[src/rtl/utf_pkg.sv]
// rtl/utf_pkg.sv - shared constants, state type and helpers for the UTF stream encoder
// Contents: mode codes, code-point limits, FSM state enum, byte vector type, utf8_len().
package utf_pkg;

   localparam logic [1:0] UTF8    = 2'b00;
   localparam logic [1:0] UTF16LE = 2'b01;
   localparam logic [1:0] UTF16BE = 2'b10;

   localparam logic [31:0] CP_REPL = 32'h0000_FFFD;
   localparam logic [31:0] CP_MAX  = 32'h0010_FFFF;
   localparam logic [31:0] SURR_LO = 32'h0000_D800;
   localparam logic [31:0] SURR_HI = 32'h0000_DFFF;

   typedef enum logic {IDLE, EMIT} state_t;

   // Element [0] is the first byte on the wire.
   typedef logic [5:0][7:0] byte_vec_t;

   function automatic logic [2:0] utf8_len(input logic [31:0] c);
      if (c < 32'h0000_0080)      return 3'd1;
      else if (c < 32'h0000_0800) return 3'd2;
      else if (c < 32'h0001_0000) return 3'd3;
      else if (c < 32'h0020_0000) return 3'd4;
      else if (c < 32'h0400_0000) return 3'd5;
      else                        return 3'd6;
   endfunction

endpackage

[src/rtl/utf_stream_encoder_if.sv]
// rtl/utf_stream_encoder_if.sv - code-point in / byte out handshake bundle
// Signals: mode, cp_valid/cp_ready/cp (code point stream), byte_valid/byte_ready/byte_data/byte_last
// (byte stream), err_invalid, err_count, busy (status). master = producer/sink side, slave = encoder.
interface utf_stream_encoder_if;
   logic [1:0]  mode;
   logic        cp_valid;
   logic        cp_ready;
   logic [31:0] cp;
   logic        byte_valid;
   logic        byte_ready;
   logic [7:0]  byte_data;
   logic        byte_last;
   logic        err_invalid;
   logic [15:0] err_count;
   logic        busy;

   modport master (
      output mode, cp_valid, cp, byte_ready,
      input  cp_ready, byte_valid, byte_data, byte_last, err_invalid, err_count, busy
   );

   modport slave (
      input  mode, cp_valid, cp, byte_ready,
      output cp_ready, byte_valid, byte_data, byte_last, err_invalid, err_count, busy
   );
endinterface

[src/rtl/utf_cp_encode.sv]
// rtl/utf_cp_encode.sv - combinational code point to UTF-8 / UTF-16LE / UTF-16BE byte encoder
// Ports: cp (code point), mode (encoding), invalid (cp not encodable), len (byte count 1..6),
// bytes (encoded bytes, [0] first). Invalid input yields the U+FFFD encoding in the same mode.
module utf_cp_encode
   import utf_pkg::*;
#(
   parameter bit CHK_RANGE = 1'b1
) (
   input  logic [31:0] cp,
   input  logic [1:0]  mode,
   output logic        invalid,
   output logic [2:0]  len,
   output byte_vec_t   bytes
);

   logic        is16;
   logic [31:0] ecp;
   logic [19:0] cpp;
   logic [15:0] hs;
   logic [15:0] ls;

   always_comb begin
      is16    = (mode == UTF16LE) || (mode == UTF16BE);
      invalid = cp[31] || ((cp >= SURR_LO) && (cp <= SURR_HI)) ||
                ((cp > CP_MAX) && (CHK_RANGE || is16));
      // Encode the replacement instead; the top decides whether to drop it.
      ecp     = invalid ? CP_REPL : cp;
      // Subtract 0x10000 only on the plane bits so the full 20-bit offset survives.
      cpp     = {ecp[20:16] - 5'd1, ecp[15:0]};
      hs      = {6'b110110, cpp[19:10]};
      ls      = {6'b110111, cpp[9:0]};
      bytes   = '0;
      len     = 3'd1;

      if (is16) begin
         if (ecp < 32'h0001_0000) begin
            len = 3'd2;
            if (mode == UTF16LE) bytes[1:0] = {ecp[15:8], ecp[7:0]};
            else                 bytes[1:0] = {ecp[7:0], ecp[15:8]};
         end else begin
            len = 3'd4;
            if (mode == UTF16LE) bytes[3:0] = {ls[15:8], ls[7:0], hs[15:8], hs[7:0]};
            else                 bytes[3:0] = {ls[7:0], ls[15:8], hs[7:0], hs[15:8]};
         end
      end else begin
         len = utf8_len(ecp);
         case (len)
            3'd1: bytes[0] = {1'b0, ecp[6:0]};
            3'd2: bytes[1:0] = {{2'b10, ecp[5:0]}, {3'b110, ecp[10:6]}};
            3'd3: bytes[2:0] = {{2'b10, ecp[5:0]}, {2'b10, ecp[11:6]}, {4'b1110, ecp[15:12]}};
            3'd4: bytes[3:0] = {{2'b10, ecp[5:0]}, {2'b10, ecp[11:6]}, {2'b10, ecp[17:12]},
                                {5'b11110, ecp[20:18]}};
            3'd5: bytes[4:0] = {{2'b10, ecp[5:0]}, {2'b10, ecp[11:6]}, {2'b10, ecp[17:12]},
                                {2'b10, ecp[23:18]}, {6'b111110, ecp[25:24]}};
            default: bytes = {{2'b10, ecp[5:0]}, {2'b10, ecp[11:6]}, {2'b10, ecp[17:12]},
                              {2'b10, ecp[23:18]}, {2'b10, ecp[29:24]}, {7'b1111110, ecp[30]}};
         endcase
      end
   end

endmodule

[src/rtl/utf_stream_encoder.sv]
// rtl/utf_stream_encoder.sv - streams one code point per handshake out as UTF-8/UTF-16 bytes
// Ports: clk (rising edge), rst (async, active-low), bus (slave side of utf_stream_encoder_if:
// code point stream in, byte stream out, error pulse/counter and busy status).
module utf_stream_encoder
   import utf_pkg::*;
#(
   parameter bit REPLACE_INVALID = 1'b1,
   parameter bit CHK_RANGE       = 1'b1
) (
   input  logic                   clk,
   input  logic                   rst,
   utf_stream_encoder_if.slave    bus
);

   state_t     state, state_nx;
   byte_vec_t  buf_q;
   logic [2:0] len_q;
   logic [2:0] idx_q;

   logic       enc_invalid;
   logic [2:0] enc_len;
   byte_vec_t  enc_bytes;

   logic       last;
   logic       accept;
   logic       drop;
   logic       xfer;

   utf_cp_encode #(.CHK_RANGE(CHK_RANGE)) u_encode (
      .cp      (bus.cp),
      .mode    (bus.mode),
      .invalid (enc_invalid),
      .len     (enc_len),
      .bytes   (enc_bytes)
   );

   always_comb begin
      last          = (state == EMIT) && (idx_q == len_q - 3'd1);
      xfer          = (state == EMIT) && bus.byte_ready;
      // Taking the next code point on the final byte's handshake keeps the output gap-free.
      bus.cp_ready  = rst && ((state == IDLE) || (xfer && last));
      accept        = bus.cp_valid && bus.cp_ready;
      drop          = enc_invalid && !REPLACE_INVALID;
      bus.byte_valid = (state == EMIT);
      bus.byte_data  = (state == EMIT) ? buf_q[idx_q] : 8'h00;
      bus.byte_last  = last;
      bus.busy       = (state == EMIT);

      state_nx = state;
      if (accept && !drop)  state_nx = EMIT;
      else if (xfer && last) state_nx = IDLE;
   end

   always_ff @(posedge clk or negedge rst) begin
      if (!rst) begin
         state           <= IDLE;
         buf_q           <= '0;
         len_q           <= 3'd0;
         idx_q           <= 3'd0;
         bus.err_invalid <= 1'b0;
         bus.err_count   <= 16'h0000;
      end else begin
         state           <= state_nx;
         bus.err_invalid <= accept && enc_invalid;
         if (accept && enc_invalid && (bus.err_count != 16'hFFFF))
            bus.err_count <= bus.err_count + 16'd1;

         if (accept && !drop) begin
            buf_q <= enc_bytes;
            len_q <= enc_len;
            idx_q <= 3'd0;
         end else if (xfer && !last) begin
            idx_q <= idx_q + 3'd1;
         end
      end
   end

endmodule

[src/flat_wrapper.sv]
// flat-port wrapper written by rule: the top's interface ports become plain ports
module utf_stream_encoder_flat import utf_pkg::*;
#(
   parameter bit REPLACE_INVALID = 1'b1,
   parameter bit CHK_RANGE       = 1'b1
)
  (clk, rst, bus_mode, bus_cp_valid, bus_cp, bus_byte_ready, bus_cp_ready, bus_byte_valid, bus_byte_data, bus_byte_last, bus_err_invalid, bus_err_count, bus_busy);
  utf_stream_encoder_if bus_i ();
  input  logic clk;
  input  logic rst;
  input wire logic [$bits(bus_i.mode)-1:0] bus_mode;
  input wire logic [$bits(bus_i.cp_valid)-1:0] bus_cp_valid;
  input wire logic [$bits(bus_i.cp)-1:0] bus_cp;
  input wire logic [$bits(bus_i.byte_ready)-1:0] bus_byte_ready;
  output wire logic [$bits(bus_i.cp_ready)-1:0] bus_cp_ready;
  output wire logic [$bits(bus_i.byte_valid)-1:0] bus_byte_valid;
  output wire logic [$bits(bus_i.byte_data)-1:0] bus_byte_data;
  output wire logic [$bits(bus_i.byte_last)-1:0] bus_byte_last;
  output wire logic [$bits(bus_i.err_invalid)-1:0] bus_err_invalid;
  output wire logic [$bits(bus_i.err_count)-1:0] bus_err_count;
  output wire logic [$bits(bus_i.busy)-1:0] bus_busy;
  assign bus_i.mode = bus_mode;
  assign bus_i.cp_valid = bus_cp_valid;
  assign bus_i.cp = bus_cp;
  assign bus_i.byte_ready = bus_byte_ready;
  assign bus_cp_ready = bus_i.cp_ready;
  assign bus_byte_valid = bus_i.byte_valid;
  assign bus_byte_data = bus_i.byte_data;
  assign bus_byte_last = bus_i.byte_last;
  assign bus_err_invalid = bus_i.err_invalid;
  assign bus_err_count = bus_i.err_count;
  assign bus_busy = bus_i.busy;
  utf_stream_encoder #(.REPLACE_INVALID(REPLACE_INVALID), .CHK_RANGE(CHK_RANGE)) u_core (.clk(clk), .rst(rst), .bus(bus_i));
endmodule
[config.mk]
export PLATFORM = sky130hd
export DESIGN_NAME = utf_stream_encoder_flat
export DESIGN_NICKNAME = d
export VERILOG_FILES = /design/src/rtl/utf_pkg.sv /design/src/rtl/utf_stream_encoder_if.sv /design/src/rtl/utf_cp_encode.sv /design/src/rtl/utf_stream_encoder.sv /design/src/flat_wrapper.sv
export SDC_FILE = /design/constraint.sdc
export NUM_CORES = 1
export LEC_CHECK = 0
export BUFFER_PORTS_ARGS = -buffer_cell sky130_fd_sc_hd__buf_4
export CORE_UTILIZATION = 25
export CTS_BUF_LIST = sky130_fd_sc_hd__clkbuf_16
export CTS_CLUSTER_DIAMETER = 60
export CTS_CLUSTER_SIZE = 40
export DETAILED_ROUTE_END_ITERATION = 12
export PLACE_DENSITY_LB_ADDON = 0.25
export SLEW_MARGIN = 5
export SYNTH_ARGS = -nofsm -noshare
export SYNTH_HDL_FRONTEND = slang
export SYNTH_SLANG_ARGS = --single-unit
[constraint.sdc]
create_clock -name clk -period 2.2 [get_ports clk]
set_input_delay 0.22 -clock clk [delete_from_list [all_inputs] [get_ports clk]]
set_output_delay 0.22 -clock clk [all_outputs]
set_load 0.02 [all_outputs]
-- Word level (Yosys, flattened, before mapping)
Cells that the tools add are included.
- register bits: 72
- input port bits: 38
- output and inout port bits: 29
- word-level logic and storage cells: 82
- add/sub/neg operators: 4
- $lt $le $gt $ge: 9
- equality and inequality tests: 9
- muxes and demuxes: 28
- bitwise logic cells: 1
- reduce and logical (&&, ||, !) cells: 20
- operators with widths (cell ; count):
    32-bit 2-to-1 mux ; 3
    8-bit one-hot mux with 5 select lines ; 2
    16-bit 2-to-1 mux ; 4
    32-bit by 16-bit >= comparator with 1-bit output, second input constant ; 1
    32-bit by 21-bit greater-than comparator with 1-bit output, second input constant ; 1
    32-bit by 16-bit less-or-equal comparator with 1-bit output, second input constant ; 1
    32-bit by 12-bit less-than comparator with 1-bit output, second input constant ; 1
    32-bit by 17-bit less-than comparator with 1-bit output, second input constant ; 1
    32-bit by 22-bit less-than comparator with 1-bit output, second input constant ; 1
    32-bit by 27-bit less-than comparator with 1-bit output, second input constant ; 1
    32-bit by 8-bit less-than comparator with 1-bit output, second input constant ; 1
    8-bit one-hot mux with 4 select lines ; 1
    8-bit binary-select mux with 3-bit select ; 1
    3-bit 2-to-1 mux ; 8
    8-bit 2-to-1 mux ; 3
    8-bit one-hot mux with 3 select lines ; 1
    16-bit by 1-bit adder with 16-bit output, second input constant ; 1
    16-bit inequality test, second input constant ; 1
    8-bit one-hot mux with 2 select lines ; 1
    1-bit logical AND ; 9
    3-bit by 2-bit equality test with 1-bit output, second input constant ; 2
    3-bit equality test, second input constant ; 2
    5-bit OR reduction ; 1
    1-bit logical OR ; 4
    other kinds (16) ; 19

-- Depth between registers and ports, before layout
Gate-level depths: netlist of run 1.
- depth after elaboration: 16
- mapped depth: 16
- gate-level depth less buffers: 11

-- By module
Synthesis of run 1 repeated with hierarchy kept, for this count alone.
- cell total of the unflattened synthesis: 522
- area, all modules: 5038.6 µm²
- modules (own cells, without submodules) (module ; instances ; cells each ; area an instance (µm²) ; seq. area each (µm²)):
    utf_stream_encoder ; 1 ; 268 ; 3425.8 ; 1801.7
    utf_cp_encode ; 1 ; 254 ; 1612.8 ; 0.0

-- Worst setup path before layout of run 1
OpenSTA, ideal clock, no wires.
- kind: input -> register
- start: in bus_cp[18]
- end: reg u_core.buf_q[9] (netlist bit)
- setup time: 134 ps
- data arrival time: 3088 ps
- required time: 2066 ps
- path slack: -1022 ps
- cell stages on the path: 15
- buffers on the path: 4
- path through: buf_6 -> o41a_1 -> a41o_1 -> buf_6 -> nor2_2 -> buf_2 -> nand2_1 -> ha_1 -> clkbuf_1 -> and2_1 -> o31a_1 -> a22oi_1 -> a21oi_1 -> a2111oi_0 -> nor3_1
- word-level cells in the longest chain between the ends: 15
- elaborated cells on any way between the ends: 29
- those cells by class: add/sub (1); order compare (8); eq/ne (5); mux (12); reduce/logical (3)
- RTL lines (item ; RTL line ; text):
    start, declared ; flat_wrapper.sv:13 ; input wire logic [$bits(bus_i.cp)-1:0] bus_cp;
    32-bit by 16-bit >= comparator with 1-bit output / 32-bit by 16-bit less-or-equal comparator with 1-bit output (equally long branches) ; utf_cp_encode.sv:24 ; invalid = cp[31] || ((cp >= SURR_LO) && (cp <= SURR_HI)) ||
    1-bit logical AND ; utf_cp_encode.sv:24 ;
    1-bit logical OR (2 in series) ; utf_cp_encode.sv:24 ;
    32-bit 2-to-1 mux * ; utf_cp_encode.sv:27 ; ecp = invalid ? CP_REPL : cp;
    32-bit by 27-bit less-than comparator with 1-bit output ; utf_pkg.sv:24 ; else if (c < 32'h0400_0000) return 3'd5;
    2-bit 2-to-1 mux ; utf_pkg.sv:24 ;
    2-bit 2-to-1 mux ; utf_pkg.sv:23 ; else if (c < 32'h0020_0000) return 3'd4;
    3-bit 2-to-1 mux ; utf_pkg.sv:22 ; else if (c < 32'h0001_0000) return 3'd3;
    3-bit 2-to-1 mux ; utf_pkg.sv:21 ; else if (c < 32'h0000_0800) return 3'd2;
    3-bit 2-to-1 mux ; utf_pkg.sv:20 ; if (c < 32'h0000_0080) return 3'd1;
    3-bit 2-to-1 mux ; utf_cp_encode.sv:35 ; if (is16) begin
    3-bit equality test, or another cell as far along ; utf_cp_encode.sv:47 ; case (len)
    8-bit one-hot mux with 5 select lines ; utf_cp_encode.sv:47 ;
    32-bit 2-to-1 mux * ; utf_cp_encode.sv:35 ;
    end signal, assigned ; utf_stream_encoder.sv:69 ; buf_q <= enc_bytes;
    end, declared ; utf_stream_encoder.sv:16 ; byte_vec_t buf_q;
Every way passes the cells marked *; elsewhere a longest branch is shown, timed or not. The select of a mux whose other input is x is not followed.
A chain may end at the register's enable or synchronous reset.

-- Final worst setup path of run 1
- start: in bus_cp[17]
- end: reg u_core.buf_q[20] (netlist bit)
- word-level cells in the longest chain between the ends: 16
- elaborated cells on any way between the ends: 28
- those cells by class: order compare (8); eq/ne (5); mux (11); reduce/logical (4)
- RTL lines (item ; RTL line):
    32-bit by 16-bit >= comparator with 1-bit output / 32-bit by 16-bit less-or-equal comparator with 1-bit output (equally long branches) ; utf_cp_encode.sv:24
    1-bit logical AND ; utf_cp_encode.sv:24
    1-bit logical OR (2 in series) ; utf_cp_encode.sv:24
    32-bit 2-to-1 mux * ; utf_cp_encode.sv:27
    32-bit by 27-bit less-than comparator with 1-bit output ; utf_pkg.sv:24
    2-bit 2-to-1 mux ; utf_pkg.sv:24
    2-bit 2-to-1 mux ; utf_pkg.sv:23
    3-bit 2-to-1 mux ; utf_pkg.sv:22
    3-bit 2-to-1 mux ; utf_pkg.sv:21
    3-bit 2-to-1 mux ; utf_pkg.sv:20
    3-bit 2-to-1 mux ; utf_cp_encode.sv:35
    3-bit by 2-bit equality test with 1-bit output / 3-bit by 1-bit equality test with 1-bit output (equally long branches) ; utf_cp_encode.sv:47
    2-bit OR reduction (no line) ; n/a
    8-bit one-hot mux with 4 select lines ; utf_cp_encode.sv:47
    32-bit 2-to-1 mux * ; utf_cp_encode.sv:35
Marked as above.

==> results of run 1 <==
-- layer usage --
metal | up-vias | routed length, um
li1 | 2291 | -
met1 | 2379 | 7940
met2 | 156 | 7990
met3 | 14 | 694
met4 | 0 | 233
met5 | - | 0
-- worst max-delay path, cell delays in order --
cell and delay (ps):
buf_6 90, o41a_1 440, a41o_1 260, nor2_4 170
nand2_4 100, ha_4 180, and2_4 150, o31a_1 140
a22oi_2 240, a21oi_4 160, buf_6 140, a221oi_2 170
o211ai_1 120
-- layout by cell type, fill, tap and decap left out, drive strengths merged, types with 5 or more instances in the layout --
master and instances:
mux4 8, o211ai 7, a2111oi 8, nand3 13
o31ai 7, ha 6, a211oi 12, nor3 21
and3 5, buf 203, xnor2 6, nand2 43
inv 22, nor4 10, o21ai 44, a221oi 11
mux2i 15, o22ai 12, a31oi 5, a21oi 20
clkbuf 9, dfrtp 70, and2 19, nor2 41
xor2 14
-- final timing paths --
kind | startpoint | endpoint | slack, ps
hold / removal | rst | u_core.bus.busy | 230
setup / recovery | bus_cp[17] | u_core.buf_q[20] | -190
setup reg to reg | u_core.len_q[0] | u_core.buf_q[12] | 20
max in group asynchronous | rst | u_core.bus.err_count[10] | 910
min in group clk | bus_cp[3] | u_core.buf_q[19] | 240
hold reg to reg | u_core.buf_q[29] | u_core.buf_q[29] | 470
-- metrics by stage --
step                worst slack, ps  utilization [%]  hold WS, ps  TNS [ps]
floorplan                      -658                -        -75.6    -15020
global placement               -567             34.8         29.1    -15760
detailed placement             -671             34.8         31.7    -17460
CTS                            -134             37.6          221     -1010
global route                   -331             39.5          225     -4460
finish                         -194             39.5          230     -2060
-- sequential cells by signal, indices dropped and copies added, names as in the netlist --
signal and flops:
u_core.len_q 3, u_core.idx_q 3, u_core.bus.err_count 16, u_core.bus.busy 1, u_core.bus.err_invalid 1, u_core.buf_q 46
-- logic make-up after synthesis --
group	share of synthesized area, %
xor+xnor	4.22
buf+inv	5.79
simple gates	18.2
flops	37.4
mux	7.76
compound gates	25.0
fa+ha+maj	1.60
-- final cells by class --
type	instances	area, um2
fill	1815	11000
multi-input combinational	387	3120
sequential	70	1750
timing repair buffer	204	1620
tap	229	287
clock buffer	9	225
inverter	21	91.3
clock inverter	7	81.3
-- power by group through the flow --
stage                     Sequential, mW  Clock [mW]  Combinational, mW
after global routing                1.75        1.60               2.96
after detailed placement            1.74           0               2.58
after global placement              1.72           0               2.53
final                               1.73        1.52               2.72
after floorplan                     1.79           0               1.38
after CTS                           1.71        1.56               2.61
-- what timing repair did --
item	in CTS	in global routing
setup endpoints to repair	40	39
pin swaps	11	13
hold buffers	1	0
hold endpoints to repair	1	0
buffers inserted	4	17
cloned	0	0
resized for setup	37	54
==> impl_metrics.json, run 1 <==
{
  "status": "complete, but fails checks",
  "violations": "design-rule violations, negative setup slack",
  "dp.final_hpwl_um": 12600,
  "yosysTopAreaCell": "dfrtp_1",
  "fin_crit_sh_pct": 109,
  "p_int_mw": 3.80,
  "synth_cells": 518,
  "place_area_um2": 6310,
  "use_met2_pct": 28.0,
  "p_switching_mw": 2.17,
  "synth_area_leaders": "dfrtp_1, o21ai_0, mux4_2",
  "synth_cell_type_count": 76,
  "syn_to_final_growth_pct": 52.9,
  "grt_pass1_vias": 4814,
  "crit_required_ps": 2390,
  "finalPower_mw": 5.97,
  "core_area_um2": 18100,
  "synth_async_sr_flop_share_pct": 100,
  "ios": 67,
  "cp_max_fo": 7,
  "clock-sinks": 70,
  "nets": 737,
  "rows": 49,
  "yosysMostFrequentCell": "dfrtp_1",
  "setup_viol": 19,
  "drive_gt1_share_pct": 43.7,
  "clock_skew_ps": 3.59,
  "stdcell_area_um2": 7170,
  "avgRoutedWirePerCell_um": 18.2,
  "power.density_nw_per_um2": 832,
  "drc": 2,
  "reg2regPathDepth": 10,
  "syn_nets": 562,
  "synth_flop_cell": "dfrtp_1",
  "drt_wl_total_um": 16900,
  "p_comb_share_pct": 45.6,
  "grtUsageMet3_pct": 2.35,
  "io_buffers": 66,
  "switching_share_pct": 36.3,
  "drv_cap": 0,
  "gp_congestion": 0.868,
  "period_minus_slack_ps": 2390,
  "ys_seq_area_share_pct": 37.4,
  "ys_ff_latch": 70,
  "ir_worst_vdd_mv": 0.329,
  "tightestPinTransition_ps": 904,
  "viasPerCell": 5.22,
  "synth_top_area_share_pct": 37.4,
  "layout_setup_ws_ps": -194,
  "initial_core_util_pct": 25.8,
  "die_w_um": 139,
  "synth_edf_count": 0,
  "grt_util_met1_pct": 24.3,
  "grt-ovfl-total": 0,
  "grt_max_degree": 70,
  "start_kind": "primary input",
  "rsz0062_at_grt": "yes",
  "ys_top_cells_by_count": "dfrtp_1, nand2_1, nor2_1",
  "timing.slew.headroom_pct": 39.7,
  "die_height_um": 139,
  "p_clk_share_pct": 25.4,
  "cts_max_path_buffers": 2,
  "cts.clk_slew.worst_paths_ps": 60,
  "slew_viol_final": 0,
  "max_freq_mhz": 418,
  "grt_first_pass_wirelength_um": 26700,
  "vias": 4840,
  "cts_tree": "built",
  "dieArea_um2": 19300,
  "antenna_found_initial": 0,
  "cts_buffers": 9,
  "syn_avg_cell_area_um2": 9.05,
  "fin_cells": 927,
  "grt_usage_pct": 17.4,
  "antenna-diode-count": 0,
  "h-tree-depth": 3,
  "yosys_warnings": 0,
  "first_pass_iters": 11,
  "p_leak_nw": 3.11,
  "cp.arrival_ps": 2590,
  "cts-root-buf": "clkbuf_16",
  "cp-end-kind": "register",
  "hp-class": "primary input to async pin",
  "drtIter0Drc": 278,
  "syn_area_um2": 4690,
  "insertion_delay_ps": 330,
  "sequentialPowerShare_pct": 29.0,
  "crit_type": "primary input to register",
  "gr-max-usage-layer": "met2",
  "hold_viol_final": 0,
  "dp.cells": 890,
  "ant_nets": 0
}
Power figures use the tool's default switching activity.
==> run 2, diff against run 1 <==
--- a/config.mk
+++ b/config.mk
@@ -6,6 +6,8 @@
 export NUM_CORES = 1
 export LEC_CHECK = 0
 export BUFFER_PORTS_ARGS = -buffer_cell sky130_fd_sc_hd__buf_4
+export CELL_PAD_IN_SITES_DETAIL_PLACEMENT = 1
+export CELL_PAD_IN_SITES_GLOBAL_PLACEMENT = 1
 export CORE_UTILIZATION = 25
 export CTS_BUF_LIST = sky130_fd_sc_hd__clkbuf_16
 export CTS_CLUSTER_DIAMETER = 60
==> run 2 against run 1 <==
Net effect:
- register-to-register slack about the same
- sequential power is essentially flat
- count of clock-buffer cells in the layout stayed put
- first-iteration DRC count down 4.3%
- critical endpoint is now u_core.buf_q[21]
- sequential share of layout area rose by 0.25 points
- fmax rose by 0.88%
- core utilization decreased by 0.39 points
- power is 1.1% lower
- routed wire length up 11%
- setup slack gained 21 ps
- largest cell class unchanged
- the flow finishes with violations (negative setup slack)
==> impl_metrics.json, run 2 (same netlist as run 1, synthesis figures left out) <==
{
  "rows": 49,
  "largest_reg_flops": 46,
  "vias": 4906,
  "ir_worst_vdd_mv": 0.307,
  "clock_skew_ps": 7.25,
  "stdcell_area_um2": 7100,
  "gp_congestion": 0.880,
  "grt_usage_pct": 19.4,
  "cts_tree": "built",
  "cp.arrival_ps": 2580,
  "layout.cells.most_common_list": "buf_4, dfrtp_1, nand2_1, o21ai_0, nor2_1",
  "hold_viol_final": 0,
  "timing.slew.headroom_pct": 67.6,
  "violations": "negative setup slack",
  "power.density_nw_per_um2": 832,
  "grt-ovfl-total": 0,
  "utilization_pct": 39.1,
  "drc": 0,
  "setup_viol": 16,
  "largest-register": "u_core.buf_q",
  "clock-sinks": 70,
  "fill_cells": 2092,
  "dp.final_hpwl_um": 13900,
  "cp-end-kind": "register",
  "antenna_found_initial": 0,
  "drtIter0Drc": 266,
  "r2r_end": "u_core.buf_q[18]",
  "io_buffers": 66,
  "die_height_um": 139,
  "die_w_um": 139,
  "p_leak_nw": 3.07,
  "nets": 730,
  "worstSetupEndpoint": "u_core.buf_q[21]",
  "core_area_um2": 18100,
  "h-tree-depth": 3,
  "worstReg2RegStart": "u_core.len_q[0]",
  "layout_setup_ws_ps": -173,
  "rsz0062_at_grt": "yes",
  "hp-class": "primary input to register",
  "ant_nets": 0,
  "crit_required_ps": 2410,
  "reg2regPathDepth": 9,
  "cts_max_path_buffers": 2,
  "drv_cap": 0,
  "status": "complete, but fails checks",
  "period_minus_slack_ps": 2370,
  "min_from": "bus_byte_ready",
  "ff2ff_setup_slack_ps": 10,
  "grt_pass1_vias": 5281,
  "avgRoutedWirePerCell_um": 20.3,
  "slew_viol_final": 0,
  "cts.clk_slew.worst_paths_ps": 60,
  "drt_wl_total_um": 18700,
  "tightestPinTransition_ps": 482,
  "place_area_um2": 6250,
  "top_regs": "u_core.buf_q: 46 flops, u_core.bus.err_count: 16 flops",
  "first_pass_iters": 6,
  "viasPerCell": 5.33,
  "drive_gt1_share_pct": 43.1,
  "grt_first_pass_wirelength_um": 29300,
  "critPathLaunch": "bus_cp[17]",
  "antenna-diode-count": 0,
  "crit_type": "primary input to register",
  "initial_core_util_pct": 25.8,
  "syn_to_final_growth_pct": 51.4,
  "layout_commonest_cell": "buf_4",
  "place_ws_ps": -647,
  "max_freq_mhz": 421,
  "dieArea_um2": 19300,
  "insertion_delay_ps": 340,
  "cp_max_fo": 8,
  "fin_crit_sh_pct": 108,
  "ios": 67,
  "cts-root-buf": "clkbuf_16",
  "start_kind": "primary input",
  "cts_buffers": 9,
  "grt_max_degree": 51
}
## run 2: cell count changes in the layout (fill, tap and decap cells not counted), sizes merged
cell,before,now
inv,22,21
buf,203,196
bufinv,2,1
clkinv,4,6
## run 2: layout make-up
cell class | count | area, um2 | area share, %
clock buffer | 9 | 225 | 3.17
clock inverter | 7 | 56.3 | 0.793
inverter | 21 | 91.3 | 1.29
multi-input combinational | 387 | 3150 | 44.4
sequential | 70 | 1750 | 24.7
tap | 229 | 287 | 4.04
timing repair buffer | 197 | 1540 | 21.7
## run 2: worst max-delay path, stage by stage
cell	delay [ps]
buf_6	90
o41a_1	420
a41o_1	270
nor2_4	170
nand2_4	90
ha_4	170
and2_4	170
o31a_1	130
a22oi_2	220
a21oi_4	180
buf_6	170
a221oi_2	170
o211ai_1	110
## run 2: power by group
part           internal (mW)  switching [mW]  total [mW]  leakage, nW
logic                   1.29            1.47        2.76         2.06
registers               1.53           0.189        1.72        0.862
clock network          0.860           0.562        1.42        0.145
## run 2: how the worst min path moves through the flow
stage | to | cells past startpoint
3_3_place_gp | u_core.bus.err_count[10] | 2
6_report | u_core.bus.busy | 3
2_1_floorplan | u_core.buf_q[0] | 0
4_1_cts | u_core.buf_q[19] | 3
5_1_grt | u_core.bus.busy | 3
3_5_place_dp | u_core.bus.err_count[10] | 2
## run 2: timing repair
| item | in CTS | in global routing |
|---|---|---|
| gates resized for setup | 36 | 54 |
| hold buffers | 1 | 0 |
| setup buffers | 10 | 7 |
| setup endpoints to repair | 44 | 36 |
| pin swaps | 10 | 18 |
| hold endpoints to repair | 21 | 0 |
| cloned | 0 | 1 |
## run 2: per-layer routing
layer | track usage [%] | vias up | routed length [um]
met5 | 0 | - | 0
met4 | 8.36 | 0 | 576
met3 | 2.62 | 33 | 714
met2 | 31.8 | 133 | 8880
met1 | 25.7 | 2470 | 8490
li1 | - | 2270 | -
## run 2: per-stage QoR
stage                     hold slack, ps  TNS, ps  power [mW]  std cells
after floorplan                    -75.6   -15020        3.17        518
final                                220    -1530        5.91        920
after CTS                            214    -1090        5.89        914
after global routing                 223    -3630        6.22        920
after detailed placement             287   -18060        4.31        887
after global placement               277   -15620        4.24        887
